`config.mk`:
```
export PLATFORM = sky130hd
export DESIGN_NAME = taxi_mmcm_rst_ctrl
export DESIGN_NICKNAME = d
export VERILOG_FILES = /design/src/rtl/taxi_mmcm_rst_ctrl_pkg.sv /design/src/rtl/taxi_mmcm_rst_ctrl_sync.sv /design/src/rtl/taxi_mmcm_rst_ctrl.sv
export SDC_FILE = /design/constraint.sdc
export NUM_CORES = 1
export LEC_CHECK = 0
export CORE_ASPECT_RATIO = 1.4
export CORE_MARGIN = 2
export CORE_UTILIZATION = 28
export DETAILED_ROUTE_END_ITERATION = 7
export GPL_TIMING_DRIVEN = 0
export PLACE_DENSITY = 0.51
export SYNTH_ARGS = -nofsm -noshare
export SYNTH_HDL_FRONTEND = slang
export SYNTH_HIERARCHICAL = 1
export SYNTH_SLANG_ARGS = --single-unit
```
`constraint.sdc`:
```
create_clock -name clk -period 5.4 [get_ports clk]
set_clock_uncertainty 0.2 [all_clocks]
set_input_delay 0.54 -clock clk [delete_from_list [all_inputs] [get_ports clk]]
set_output_delay 0.54 -clock clk [all_outputs]
set_load 0.005 [all_outputs]
```
`src/rtl/taxi_mmcm_rst_ctrl_pkg.sv`:
```
// Shared types and helpers for the MMCM reset/lock supervisor.
package taxi_mmcm_rst_ctrl_pkg;

    typedef enum logic [2:0] {
        RST_ASSERT = 3'd0,
        WAIT_LOCK  = 3'd1,
        STABLE     = 3'd2,
        RUN        = 3'd3,
        FAIL       = 3'd4
    } state_e;

    // Increment that sticks at max_val instead of wrapping.
    function automatic logic [15:0] sat_inc(input logic [15:0] val, input logic [15:0] max_val);
        return (val >= max_val) ? max_val : val + 16'd1;
    endfunction

endpackage

```
`src/rtl/taxi_mmcm_rst_ctrl_sync.sv`:
```
// Two-flop synchronizer with asynchronous active-low clear.
module taxi_mmcm_rst_ctrl_sync (
    input  logic clk,
    input  logic rst_n,
    input  logic d_i,
    output logic q_o
);

    (* ASYNC_REG = "TRUE" *) logic meta_q;
    (* ASYNC_REG = "TRUE" *) logic sync_q;

    // Resample the asynchronous input twice to settle metastability.
    always_ff @(posedge clk or negedge rst_n) begin
        if (!rst_n) begin
            meta_q <= 1'b0;
            sync_q <= 1'b0;
        end else begin
            meta_q <= d_i;
            sync_q <= meta_q;
        end
    end

    assign q_o = sync_q;

endmodule

```
`src/rtl/taxi_mmcm_rst_ctrl.sv`:
```
// MMCM/PLL reset and lock supervisor: pulses RST, waits for lock with a
// timeout, qualifies lock as stable, retries on failure and restarts on
// lock loss. Runs on the free-running reference clock.
module taxi_mmcm_rst_ctrl
    import taxi_mmcm_rst_ctrl_pkg::*;
#(
    parameter int RST_CYCLES    = 16,
    parameter int LOCK_TIMEOUT  = 100000,
    parameter int STABLE_CYCLES = 1024,
    parameter int RETRY_LIMIT   = 8
) (
    input  logic        clk,
    input  logic        rst_n,
    input  logic        mmcm_locked,
    input  logic        req_reset,
    output logic        mmcm_rst,
    output logic        ready,
    output logic        fail,
    output logic [7:0]  retry_count,
    output logic [15:0] lock_loss_count
);

    localparam int MAX_AB  = (RST_CYCLES > LOCK_TIMEOUT) ? RST_CYCLES : LOCK_TIMEOUT;
    localparam int MAX_CYC = (MAX_AB > STABLE_CYCLES) ? MAX_AB : STABLE_CYCLES;
    localparam int CNT_W   = $clog2(MAX_CYC) + 1;
    // A limit above 255 can never be reached by the saturating 8-bit count.
    localparam bit LIM_EN  = (RETRY_LIMIT != 0) && (RETRY_LIMIT <= 255);
    localparam logic [7:0] LIM8 = LIM_EN ? 8'(RETRY_LIMIT) : 8'd0;

    state_e             state_q, state_d;
    logic [CNT_W-1:0]   cnt_q, cnt_d;
    logic [7:0]         retry_q, retry_d;
    logic [15:0]        loss_q, loss_d;
    logic               mmcm_rst_q, mmcm_rst_d;
    logic               ready_q, ready_d;
    logic               fail_q, fail_d;
    logic               attempt_fail;
    logic               locked_s;

    taxi_mmcm_rst_ctrl_sync u_lock_sync (
        .clk   (clk),
        .rst_n (rst_n),
        .d_i   (mmcm_locked),
        .q_o   (locked_s)
    );

    // Next-state, counter and status-counter logic; req_reset overrides all.
    always_comb begin
        state_d      = state_q;
        cnt_d        = cnt_q;
        retry_d      = retry_q;
        loss_d       = loss_q;
        attempt_fail = 1'b0;

        if (req_reset) begin
            state_d = RST_ASSERT;
            cnt_d   = '0;
            retry_d = '0;
        end else begin
            case (state_q)
                RST_ASSERT: begin
                    if (cnt_q == CNT_W'(RST_CYCLES - 1)) begin
                        state_d = WAIT_LOCK;
                        cnt_d   = '0;
                    end else begin
                        cnt_d = cnt_q + CNT_W'(1);
                    end
                end
                WAIT_LOCK: begin
                    if (locked_s) begin
                        state_d = STABLE;
                        cnt_d   = '0;
                    end else if (cnt_q == CNT_W'(LOCK_TIMEOUT - 1)) begin
                        attempt_fail = 1'b1;
                    end else begin
                        cnt_d = cnt_q + CNT_W'(1);
                    end
                end
                STABLE: begin
                    if (!locked_s) begin
                        attempt_fail = 1'b1;
                    end else if (cnt_q == CNT_W'(STABLE_CYCLES - 1)) begin
                        state_d = RUN;
                        cnt_d   = '0;
                        retry_d = '0;
                    end else begin
                        cnt_d = cnt_q + CNT_W'(1);
                    end
                end
                RUN: begin
                    if (!locked_s) begin
                        loss_d  = sat_inc(loss_q, 16'hFFFF);
                        state_d = RST_ASSERT;
                        cnt_d   = '0;
                    end
                end
                FAIL: begin
                    state_d = FAIL;
                end
                default: begin
                    state_d = RST_ASSERT;
                    cnt_d   = '0;
                end
            endcase

            // A failed attempt either retries or gives up at the limit.
            if (attempt_fail) begin
                retry_d = 8'(sat_inc({8'd0, retry_q}, 16'd255));
                cnt_d   = '0;
                if (LIM_EN && (retry_d >= LIM8)) begin
                    state_d = FAIL;
                end else begin
                    state_d = RST_ASSERT;
                end
            end
        end

        mmcm_rst_d = (state_d == RST_ASSERT) || (state_d == FAIL);
        ready_d    = (state_d == RUN);
        fail_d     = (state_d == FAIL);
    end

    // State, counters and registered outputs.
    always_ff @(posedge clk or negedge rst_n) begin
        if (!rst_n) begin
            state_q    <= RST_ASSERT;
            cnt_q      <= '0;
            retry_q    <= '0;
            loss_q     <= '0;
            mmcm_rst_q <= 1'b1;
            ready_q    <= 1'b0;
            fail_q     <= 1'b0;
        end else begin
            state_q    <= state_d;
            cnt_q      <= cnt_d;
            retry_q    <= retry_d;
            loss_q     <= loss_d;
            mmcm_rst_q <= mmcm_rst_d;
            ready_q    <= ready_d;
            fail_q     <= fail_d;
        end
    end

    assign mmcm_rst        = mmcm_rst_q;
    assign ready           = ready_q;
    assign fail            = fail_q;
    assign retry_count     = retry_q;
    assign lock_loss_count = loss_q;

endmodule

```
==> results.tsv <==
stage	metric	value	unit
yosys	synthFlopType	dfrtp_1	
clock_tree	cts_tree	built	
floorplanning	fp-row-count	43	
clock_tree	cts_root_buf	clkbuf_16	
yosys	synth_area	2790	um^2
critical_path	critPathSlowestCell	nor4b_1	
pwr	power_leakage	0.00141	uW
detailed_routing	ant_nets	0	
yosys	synth.distinct_cells	57	
clock_tree	cts_setup_buffers	0	
sta	rsz0062_at_grt	no	
global_route	grt_pass1_wl	10800	um
critical_path	critPathMaxStageDelay	740	ps
final_layout	drive_gt1_share	6.92	%
pwr	vdd_drop_max	103	uV
flow_run	drv_cap	0	
global_route	antenna_found_initial	0	
placement	hpwl	4680	um
final_layout	antenna_cells	0	
yosys	yosys_warnings	6	
placement	placedCellCount	473	
detailed_routing	top_layer_used	met4	
yosys	yosysSeqAreaShare	44.9	%
sta	max_freq	332	MHz
critical_path	arrival	2990	ps
floorplanning	initial_core_util	28.5	%
pwr	power.density	211	nW/um^2
floorplanning	die-height	122	um
yosys	async_flop_share	100	%
critical_path	critPathMaxFanout	10	
clock_tree	cts_buffer_depth	2	
yosys	synth_seq_cells	50	
clock_tree	cts_hold_buf	1	
detailed_routing	avgRoutedWirePerCell	13.3	um
clock_tree	clk_latency	290	ps
sta	hold_viol	0	
detailed_routing	drt-total-wl	6430	um
critical_path	cp.buffers_inverters	1	
min_path	hp-class	flip-flop to flip-flop	
run_status	outcome	finished clean	
yosys	synth_nets	315	
placement	place_congestion	0.793	
detailed_routing	met2WireLength	3250	um
critical_path	worstSetupPathType	flip-flop to flip-flop	
detailed_routing	drtIter0Drc	173	
clock_tree	clkTransAtPathRegs	60	ps
critical_path	cp_data_required_time	5380	ps
critical_path	cp_cell_sequence	ha_1 -> nand3_2 -> nor4b_1 -> o211ai_1 -> o211ai_2 -> buf_6 -> o21bai_1 -> a22o_1	
clock_tree	post_cts_resized	0	
final_layout	area.growth.synth_to_final	22.3	%
global_route	gr-usage-all-layers	12.5	%
clock_tree	cts_buffers	5	
critical_path	start_kind	flip-flop	
sta	worstMarginPinSlew	888	ps
placement	io_buffers	29	
floorplanning	ios	31	
sta	period_needed	3010	ps
floorplanning	die_area	10800	um^2
yosys	avgSynthCellArea	9.05	um^2
floorplanning	die_w	88.3	um
clock_tree	htree_levels	2	
detailed_routing	wl_met3	227	um
detailed_routing	drcViolationCount	0	
detailed_routing	dr_total_vias	2425	
final_layout	finalNonFillerCells	482	
clock_tree	cts_sinks	50	
global_route	grt_max_degree	35	
global_route	overflow	0	
yosys	synth-edff-count	0	
sta	fin_crit_sh	55.8	%
sta	drv_slew	0	
critical_path	critical_path.top_delay_family	compound AO/OA/AOI/OAI gates	
detailed_routing	wl_met1	2850	um
global_route	grt_pass1_vias	2307	
detailed_routing	vias_per_cell	5.03	
sta	final.setup.tns	0	ps
sta	finalSetupViolCount	0	
final_layout	nets	353	
detailed_routing	firstDrtPassIters	4	
floorplanning	core	9790	um^2
yosys	synthCells	308	
critical_path	crit_path_end_kind	flip-flop	
sta	slew_headroom	40.8	%
-- final cells by class --
type	count	area (um^2)
Clock buffer	8	136
Inverter	8	30.0
Timing Repair Buffer	31	315
Fill cell	1049	6380
Sequential cell	50	1250
Buffer	9	43.8
Multi-Input combinational cell	241	1460
Tap cell	135	169
-- sequential cells by signal (all words and copies together), names as in the netlist --
signal	count
u_lock_sync/meta_q	1
u_lock_sync/q_o	1
lock_loss_count	16
retry_count	8
cnt_q	18
mmcm_rst	1
ready	1
fail	1
state_q	3
-- report_power, final --
| part | total, uW | switching, uW | internal, uW |
|---|---|---|---|
| clock | 305 | 132 | 173 |
| sequential | 382 | 4.07 | 378 |
| combinational | 31.1 | 19.4 | 11.8 |
-- routing by layer --
metal  GRT usage (%)  up-vias
met5               0        -
met4            4.55        0
met3            1.90        5
met2            22.0       56
met1            15.3     1176
li1                -     1188
-- final timing paths --
path / from / endpoint / slack (ps) / depth (start not counted)
setup / recovery: cnt_q[0] / cnt_q[6] / 2390 / 8
min in group asynchronous: rst_n / cnt_q[14] / 520 / 2
hold reg to reg: u_lock_sync/meta_q / u_lock_sync/q_o / 160 / 0
setup reg to reg: cnt_q[0] / cnt_q[6] / 2390 / 8
hold / removal: u_lock_sync/meta_q / u_lock_sync/q_o / 160 / 0
max in group asynchronous: rst_n / mmcm_rst / 3890 / 3
-- cells in the final DEF, fill, tap and decap left out, drive strengths merged, types with 7 or more instances in the layout --
cell type,instances
inv,8
clkdlybuf4s50,28
o21ai,15
nand2,47
nand3,20
xnor2,7
clkbuf,14
nor3,8
nor2,25
a21oi,14
and3,10
dfrtp,49
nand4,8
or3,11
-- logic make-up after synthesis --
logic type                 Yosys count  synth area share [%]
and+or+nand+nor                    157                  29.6
AOI/OAI and AO/OA                   64                  15.8
DFF                                 50                  44.9
buffers and inverters               17                  2.65
xor gates and xnor gates            13                  4.09
muxes                                4                  1.53
adders and majority gates            3                  1.35
-- synthesized netlist by cell type (2+ instances only) --
| cell type | n | share of area, % |
|---|---|---|
| nor2b_1 | 5 | 1.1 |
| o21ai_0 | 14 | 2.5 |
| o311ai_1 | 3 | 0.94 |
| or3_1 | 11 | 2.5 |
| or2_2 | 3 | 0.67 |
| a211o_1 | 3 | 0.94 |
| mux2i_1 | 2 | 0.72 |
| nand4_1 | 8 | 1.8 |
| nand2_1 | 47 | 6.3 |
| nand3_1 | 19 | 3.4 |
| nand3b_1 | 2 | 0.54 |
| nor2_1 | 25 | 3.4 |
| or4_1 | 2 | 0.54 |
| a41oi_1 | 2 | 0.63 |
| xor2_1 | 6 | 1.9 |
| mux2_2 | 2 | 0.81 |
| o311ai_0 | 3 | 0.94 |
| dfrtp_1 | 49 | 44 |
| clkbuf_1 | 6 | 0.81 |
| nor3b_1 | 2 | 0.54 |
| nand2b_1 | 2 | 0.45 |
| o21a_1 | 2 | 0.54 |
| a21oi_1 | 13 | 2.3 |
| o21bai_1 | 3 | 0.81 |
| ha_1 | 3 | 1.3 |
| nor3_1 | 8 | 1.4 |
| a22o_1 | 2 | 0.63 |
| xnor2_1 | 7 | 2.2 |
| inv_1 | 8 | 1.1 |
| buf_2 | 2 | 0.36 |
| o211ai_1 | 4 | 1.1 |
| a21o_1 | 4 | 1.1 |
| a211oi_1 | 2 | 0.54 |
| and3_1 | 10 | 2.2 |
| nand4b_1 | 2 | 0.63 |
-- stage by stage --
step / hold slack (ps) / utilization [%] / area [um^2] / total power [uW] / setup slack (ps)
floorplan: 44.4 / - / 2790 / 403 / 2980
global placement: 134 / 33.1 / 3250 / 419 / 1950
detailed placement: 140 / 33.3 / 3260 / 421 / 2430
CTS: 158 / 34.8 / 3410 / 731 / 2400
global route: 168 / 34.8 / 3410 / 748 / 2110
finish: 155 / 34.8 / 3410 / 718 / 2390
Note: power is estimated with default switching activity, not from simulation.
